File: config.mk
export PLATFORM = sky130hd
export DESIGN_NAME = axi_10g_ethernet_0_tx_arbiter
export DESIGN_NICKNAME = d
export VERILOG_FILES = /design/src/rtl/axi_10g_ethernet_0_tx_arbiter.sv
export SDC_FILE = /design/constraint.sdc
export NUM_CORES = 1
export LEC_CHECK = 0
export CORE_AREA = 5 5 133 135
export CTS_CLUSTER_SIZE = 14
export DETAILED_ROUTE_END_ITERATION = 10
export DIE_AREA = 0 0 138 140
export GPL_ROUTABILITY_DRIVEN = 1
export PLACE_DENSITY_LB_ADDON = 0.08
export SYNTH_ARGS = -nofsm -noshare
export SYNTH_HDL_FRONTEND = slang
export SYNTH_SLANG_ARGS = --single-unit
File: constraint.sdc
create_clock -name aclk -period 1.9 [get_ports aclk]
set_input_delay 0.285 -clock aclk [delete_from_list [all_inputs] [get_ports aclk]]
set_output_delay 0.285 -clock aclk [all_outputs]
set_load 0.05 [all_outputs]
File: src/rtl/axi_10g_ethernet_0_tx_arbiter.sv
// Packet-atomic arbiter sharing the 64-bit AXI-Stream MAC TX path between the
// ARP reply, ICMP reply and UDP transmit sources, with per-source frame counters.
module axi_10g_ethernet_0_tx_arbiter #(
  parameter int unsigned PRIORITY_MODE = 0
) (
  input  logic        aclk,
  input  logic        aresetn,

  input  logic [63:0] arp_reply_tdata,
  input  logic [7:0]  arp_reply_tkeep,
  input  logic        arp_reply_tvalid,
  input  logic        arp_reply_tlast,
  output logic        arp_reply_tready,

  input  logic [63:0] icmp_reply_tdata,
  input  logic [7:0]  icmp_reply_tkeep,
  input  logic        icmp_reply_tvalid,
  input  logic        icmp_reply_tlast,
  output logic        icmp_reply_tready,

  input  logic [63:0] udp_tx_tdata,
  input  logic [7:0]  udp_tx_tkeep,
  input  logic        udp_tx_tvalid,
  input  logic        udp_tx_tlast,
  output logic        udp_tx_tready,

  output logic [63:0] tx_axis_tdata,
  output logic [7:0]  tx_axis_tkeep,
  output logic        tx_axis_tvalid,
  output logic        tx_axis_tlast,
  input  logic        tx_axis_tready,

  output logic        tx_busy,
  output logic [1:0]  tx_grant,
  output logic [15:0] arp_pkt_cnt,
  output logic [15:0] icmp_pkt_cnt,
  output logic [15:0] udp_pkt_cnt
);

  localparam logic [0:0] StIdle = 1'b0;
  localparam logic [0:0] StSend = 1'b1;

  localparam logic [1:0] GrNone = 2'd0;
  localparam logic [1:0] GrArp  = 2'd1;
  localparam logic [1:0] GrIcmp = 2'd2;
  localparam logic [1:0] GrUdp  = 2'd3;

  logic [0:0]  state_q, state_d;
  logic [1:0]  grant_q, grant_d;
  logic [1:0]  rr_ptr_q, rr_ptr_d;
  logic [1:0]  winner;
  logic [15:0] arp_cnt_q, arp_cnt_d;
  logic [15:0] icmp_cnt_q, icmp_cnt_d;
  logic [15:0] udp_cnt_q, udp_cnt_d;
  logic        frame_done;

  // Round-robin search starts at the source after the one served last.
  always_comb begin
    winner = GrNone;
    if (PRIORITY_MODE != 0) begin
      if (arp_reply_tvalid)       winner = GrArp;
      else if (icmp_reply_tvalid) winner = GrIcmp;
      else if (udp_tx_tvalid)     winner = GrUdp;
    end else begin
      case (rr_ptr_q)
        GrArp: begin
          if (icmp_reply_tvalid)     winner = GrIcmp;
          else if (udp_tx_tvalid)    winner = GrUdp;
          else if (arp_reply_tvalid) winner = GrArp;
        end
        GrIcmp: begin
          if (udp_tx_tvalid)          winner = GrUdp;
          else if (arp_reply_tvalid)  winner = GrArp;
          else if (icmp_reply_tvalid) winner = GrIcmp;
        end
        default: begin
          if (arp_reply_tvalid)       winner = GrArp;
          else if (icmp_reply_tvalid) winner = GrIcmp;
          else if (udp_tx_tvalid)     winner = GrUdp;
        end
      endcase
    end
  end

  // Zero-cycle pass-through of the granted source while sending.
  always_comb begin
    tx_axis_tdata     = '0;
    tx_axis_tkeep     = '0;
    tx_axis_tvalid    = 1'b0;
    tx_axis_tlast     = 1'b0;
    arp_reply_tready  = 1'b0;
    icmp_reply_tready = 1'b0;
    udp_tx_tready     = 1'b0;
    if (state_q == StSend) begin
      case (grant_q)
        GrArp: begin
          tx_axis_tdata    = arp_reply_tdata;
          tx_axis_tkeep    = arp_reply_tkeep;
          tx_axis_tvalid   = arp_reply_tvalid;
          tx_axis_tlast    = arp_reply_tlast;
          arp_reply_tready = tx_axis_tready;
        end
        GrIcmp: begin
          tx_axis_tdata     = icmp_reply_tdata;
          tx_axis_tkeep     = icmp_reply_tkeep;
          tx_axis_tvalid    = icmp_reply_tvalid;
          tx_axis_tlast     = icmp_reply_tlast;
          icmp_reply_tready = tx_axis_tready;
        end
        GrUdp: begin
          tx_axis_tdata  = udp_tx_tdata;
          tx_axis_tkeep  = udp_tx_tkeep;
          tx_axis_tvalid = udp_tx_tvalid;
          tx_axis_tlast  = udp_tx_tlast;
          udp_tx_tready  = tx_axis_tready;
        end
        default: ;
      endcase
    end
  end

  assign frame_done = (state_q == StSend) & tx_axis_tvalid & tx_axis_tready & tx_axis_tlast;

  always_comb begin
    state_d    = state_q;
    grant_d    = grant_q;
    rr_ptr_d   = rr_ptr_q;
    arp_cnt_d  = arp_cnt_q;
    icmp_cnt_d = icmp_cnt_q;
    udp_cnt_d  = udp_cnt_q;
    case (state_q)
      StIdle: begin
        if (winner != GrNone) begin
          grant_d = winner;
          state_d = StSend;
        end
      end
      default: begin
        if (frame_done) begin
          state_d  = StIdle;
          grant_d  = GrNone;
          rr_ptr_d = grant_q;
          case (grant_q)
            GrArp:   arp_cnt_d  = arp_cnt_q + 16'd1;
            GrIcmp:  icmp_cnt_d = icmp_cnt_q + 16'd1;
            GrUdp:   udp_cnt_d  = udp_cnt_q + 16'd1;
            default: ;
          endcase
        end
      end
    endcase
  end

  always_ff @(posedge aclk or negedge aresetn) begin
    if (!aresetn) begin
      state_q    <= StIdle;
      grant_q    <= GrNone;
      rr_ptr_q   <= GrUdp;
      arp_cnt_q  <= '0;
      icmp_cnt_q <= '0;
      udp_cnt_q  <= '0;
    end else begin
      state_q    <= state_d;
      grant_q    <= grant_d;
      rr_ptr_q   <= rr_ptr_d;
      arp_cnt_q  <= arp_cnt_d;
      icmp_cnt_q <= icmp_cnt_d;
      udp_cnt_q  <= udp_cnt_d;
    end
  end

  assign tx_busy      = (state_q == StSend);
  assign tx_grant     = grant_q;
  assign arp_pkt_cnt  = arp_cnt_q;
  assign icmp_pkt_cnt = icmp_cnt_q;
  assign udp_pkt_cnt  = udp_cnt_q;

endmodule

==> results.yml <==
worst_setup_path:
  crit_top_cell: "buf_12"
  cp-start-kind: "register"
  critPathTopFamily: "buffers and inverters"
  crit_path_end_kind: "primary output"
  cp_slowest_cell: "dfrtp_4"
  worstRegToRegCells: 6
  worst-r2r-setup-slack_ps: -10
  crit_chain: "buf_12, nor2b_4, buf_12, a22oi_2, buf_4, nor2_4, buf_12"
  crit_path_max_fanout: 16
  cp_num_buf_inv: 4
  r2r_start: "rr_ptr_q[0]"
  worst-setup-path-type: "reg2out"
  worstPathRequired_ps: 1620
  critPathMaxStageDelay_ps: 440
  cp.arrival_ps: 1850
  r2r-end: "tx_grant[0]"
synthesis:
  yosys.area.top_type_share_pct: 29.7
  synth_edf_count: 0
  synthFlopType: "dfrtp_1"
  yosys_warnings: 0
  avgSynthCellArea_um2: 9.13
  ys_top_cells_by_count: "nor2_1 (76), mux2_2 (74), a22oi_1 (72)"
  yosysMostFrequentCell: "nor2_1"
  yosysSeqAreaShare_pct: 31.0
  synthCells: 470
  syn-num-nets: 700
  yosysTopAreaCell: "dfrtp_1"
  yosys-top-cells-area: "dfrtp_1 (30%), mux2_2 (19%), a22oi_1 (13%)"
  synthesis.area_um2: 4290
  ys_async_sr_fraction_pct: 100
  yosys.cell_types.count: 46
  ys_ff_latch: 53
grt:
  grt-ovfl-total: 0
  grt_util_met2_pct: 40.5
  antenna_found_initial: 4
  grt_max_degree: 51
  grt_use_total_pct: 22.0
  grt_pass1_vias: 5871
  grt_busiest_layer: "met2"
  met3_usage_pct: 7.81
  grtUsageMet1_pct: 23.8
  grt_pass1_wl_mm: 34.0
flow_run:
  maxCapViolCount: 0
sta:
  report.final.setup_viol: 77
  totalNegativeSetupSlack_ps: -12950
  fmax_mhz: 467
  timing.final.crit_share_pct: 113
  worst_slew_pin_slew_ps: 540
  rsz0062_at_grt: "yes"
  fin_ws_ps: -239
  final-max-slew-violation-count: 0
  hold_viol_final: 0
  fin_skew_ps: 5.67
  max_slew_margin_pct: 63.9
  layout_min_cycle_time_ps: 2140
  hold_ws_ps: 473
drt:
  via_count: 5236
  wl_mm: 22.2
  avgRoutedWirePerCell_um: 20.9
  drc: 0
  drt_iter0_drc: 138
  vias_per_cell: 4.92
  dr.pass1.iters: 4
  ant_nets: 0
final_layout:
  fin_util_pct: 63.3
  syn_to_final_growth_pct: 141
  drive_above_1_share_pct: 46.1
  fin_nets: 1073
  stdcell_count: 1065
clocking:
  cts_tree: "done"
  clockBufferDepth: 2
  htreeDepth: 2
  clock_latency_ps: 290
  clkTransAtPathRegs_ps: 70
  cts-root-buf: "clkbuf_16"
  numCtsBuffers: 5
  clock_sinks: 53
die:
  coreArea_um2: 16300
  die_area_um2: 19300
  die_x_um: 138
  die_y_um: 140
  ios: 353
  rows: 47
  initial_core_util_pct: 26.3
outcome:
  violations: "setup timing"
  status: "complete, but fails checks"
placement:
  dp_cells: 1044
  routabilityCongestion: 0.861
  hpwl_mm: 18.5
  io_buffer_count: 352
min_path:
  hold_depth: 1
  hold_path.class: "reg2reg"
  hold_end: "udp_pkt_cnt[15]"
  hp-start: "udp_pkt_cnt[15]"
power_and_ir_drop:
  p_leak_nw: 4.09
  power_density_nw_per_um2: 1600
  irDropWorstVdd_v: 0.00106
## logic make-up after synthesis
family | count (synthesis) | share of synthesized area, %
fa+ha+maj | 5 | 1.46
xor+xnor | 45 | 9.36
compound gates | 86 | 15.0
flops | 53 | 31.0
simple gates | 161 | 18.6
buf+inv | 44 | 4.72
mux | 76 | 19.9
## worst max path at each step
stage,startpoint,to,cells after the start
floorplan,tx_grant[1],tx_busy,5
global placement,tx_axis_tready,icmp_pkt_cnt[14],6
detailed placement,tx_axis_tready,icmp_pkt_cnt[14],6
CTS,tx_grant[1],tx_axis_tdata[2],6
global route,tx_grant[1],tx_axis_tdata[2],7
finish,tx_grant[1],tx_axis_tdata[2],7
## worst register-to-register path: stages (launching register included)
cell	delay (ps)
dfstp_2	530
inv_1	50
ha_1	330
o21bai_1	170
a2111oi_1	480
nor2b_1	90
a21o_1	160
## layout by cell type (no fill, tap or decap), drive strengths merged, types with 2 or more instances in the layout
| cell | instances |
|---|---|
| dfstp | 2 |
| a21oi | 3 |
| dfrtp | 51 |
| nand3 | 19 |
| mux2i | 2 |
| xnor2 | 36 |
| nor3 | 5 |
| clkdlybuf4s50 | 253 |
| clkbuf | 7 |
| a21boi | 2 |
| and3 | 11 |
| a21o | 2 |
| nor2 | 76 |
| xor2 | 9 |
| and2 | 2 |
| mux2 | 74 |
| and4 | 7 |
| and4b | 2 |
| buf | 146 |
| ha | 5 |
| inv | 6 |
| dlymetal6s2s | 3 |
| nand2 | 16 |
| nor4 | 3 |
| nand4 | 14 |
| nor2b | 2 |
| a22oi | 72 |
## metrics by stage
step	power (W)	worst slack (ps)	instance area [um2]
floorplan	0.00890	-197	4960
global placement	0.0147	-72.3	9670
detailed placement	0.0148	-117	9670
CTS	0.0164	-226	10200
global route	0.0172	-299	10400
finish	0.0165	-239	10400
## final cells by class
type | instances | area [um2]
Antenna cell | 1 | 2.50
Clock buffer | 5 | 125
Clock inverter | 3 | 21.3
Fill cell | 1322 | 5990
Inverter | 5 | 23.8
Multi-Input combinational cell | 373 | 3670
Sequential cell | 53 | 1340
Tap cell | 220 | 275
Timing Repair Buffer | 405 | 4890
## power by group
part,switching [W],total (W),internal [W]
clock network,0.000418,0.000909,0.000491
logic,0.00762,0.0141,0.00649
registers,0.000231,0.00151,0.00128
total,0.00827,0.0165,0.00826
## flip-flops by register name, summed over array words and instances, names as in the netlist
register      count
icmp_pkt_cnt     16
tx_busy           1
tx_grant          2
rr_ptr_q          2
udp_pkt_cnt      16
arp_pkt_cnt      16
## timing repair
item,4_1_cts,5_1_grt
gates resized for setup,61,20
setup endpoints to repair,79,86
pin swaps,19,19
hold buffers,1,0
setup buffers,4,4
cloned,2,2
endpoints found under the hold margin,19,0
## per-layer routing
metal	share of wire [%]	vias up	wire [um]
met4	2.5	6	556
met1	35	2530	7840
met3	8.4	38	1860
met2	54	192	11900
li1	-	2470	-
met5	0.18	-	41
Power figures use the tool's default switching activity.
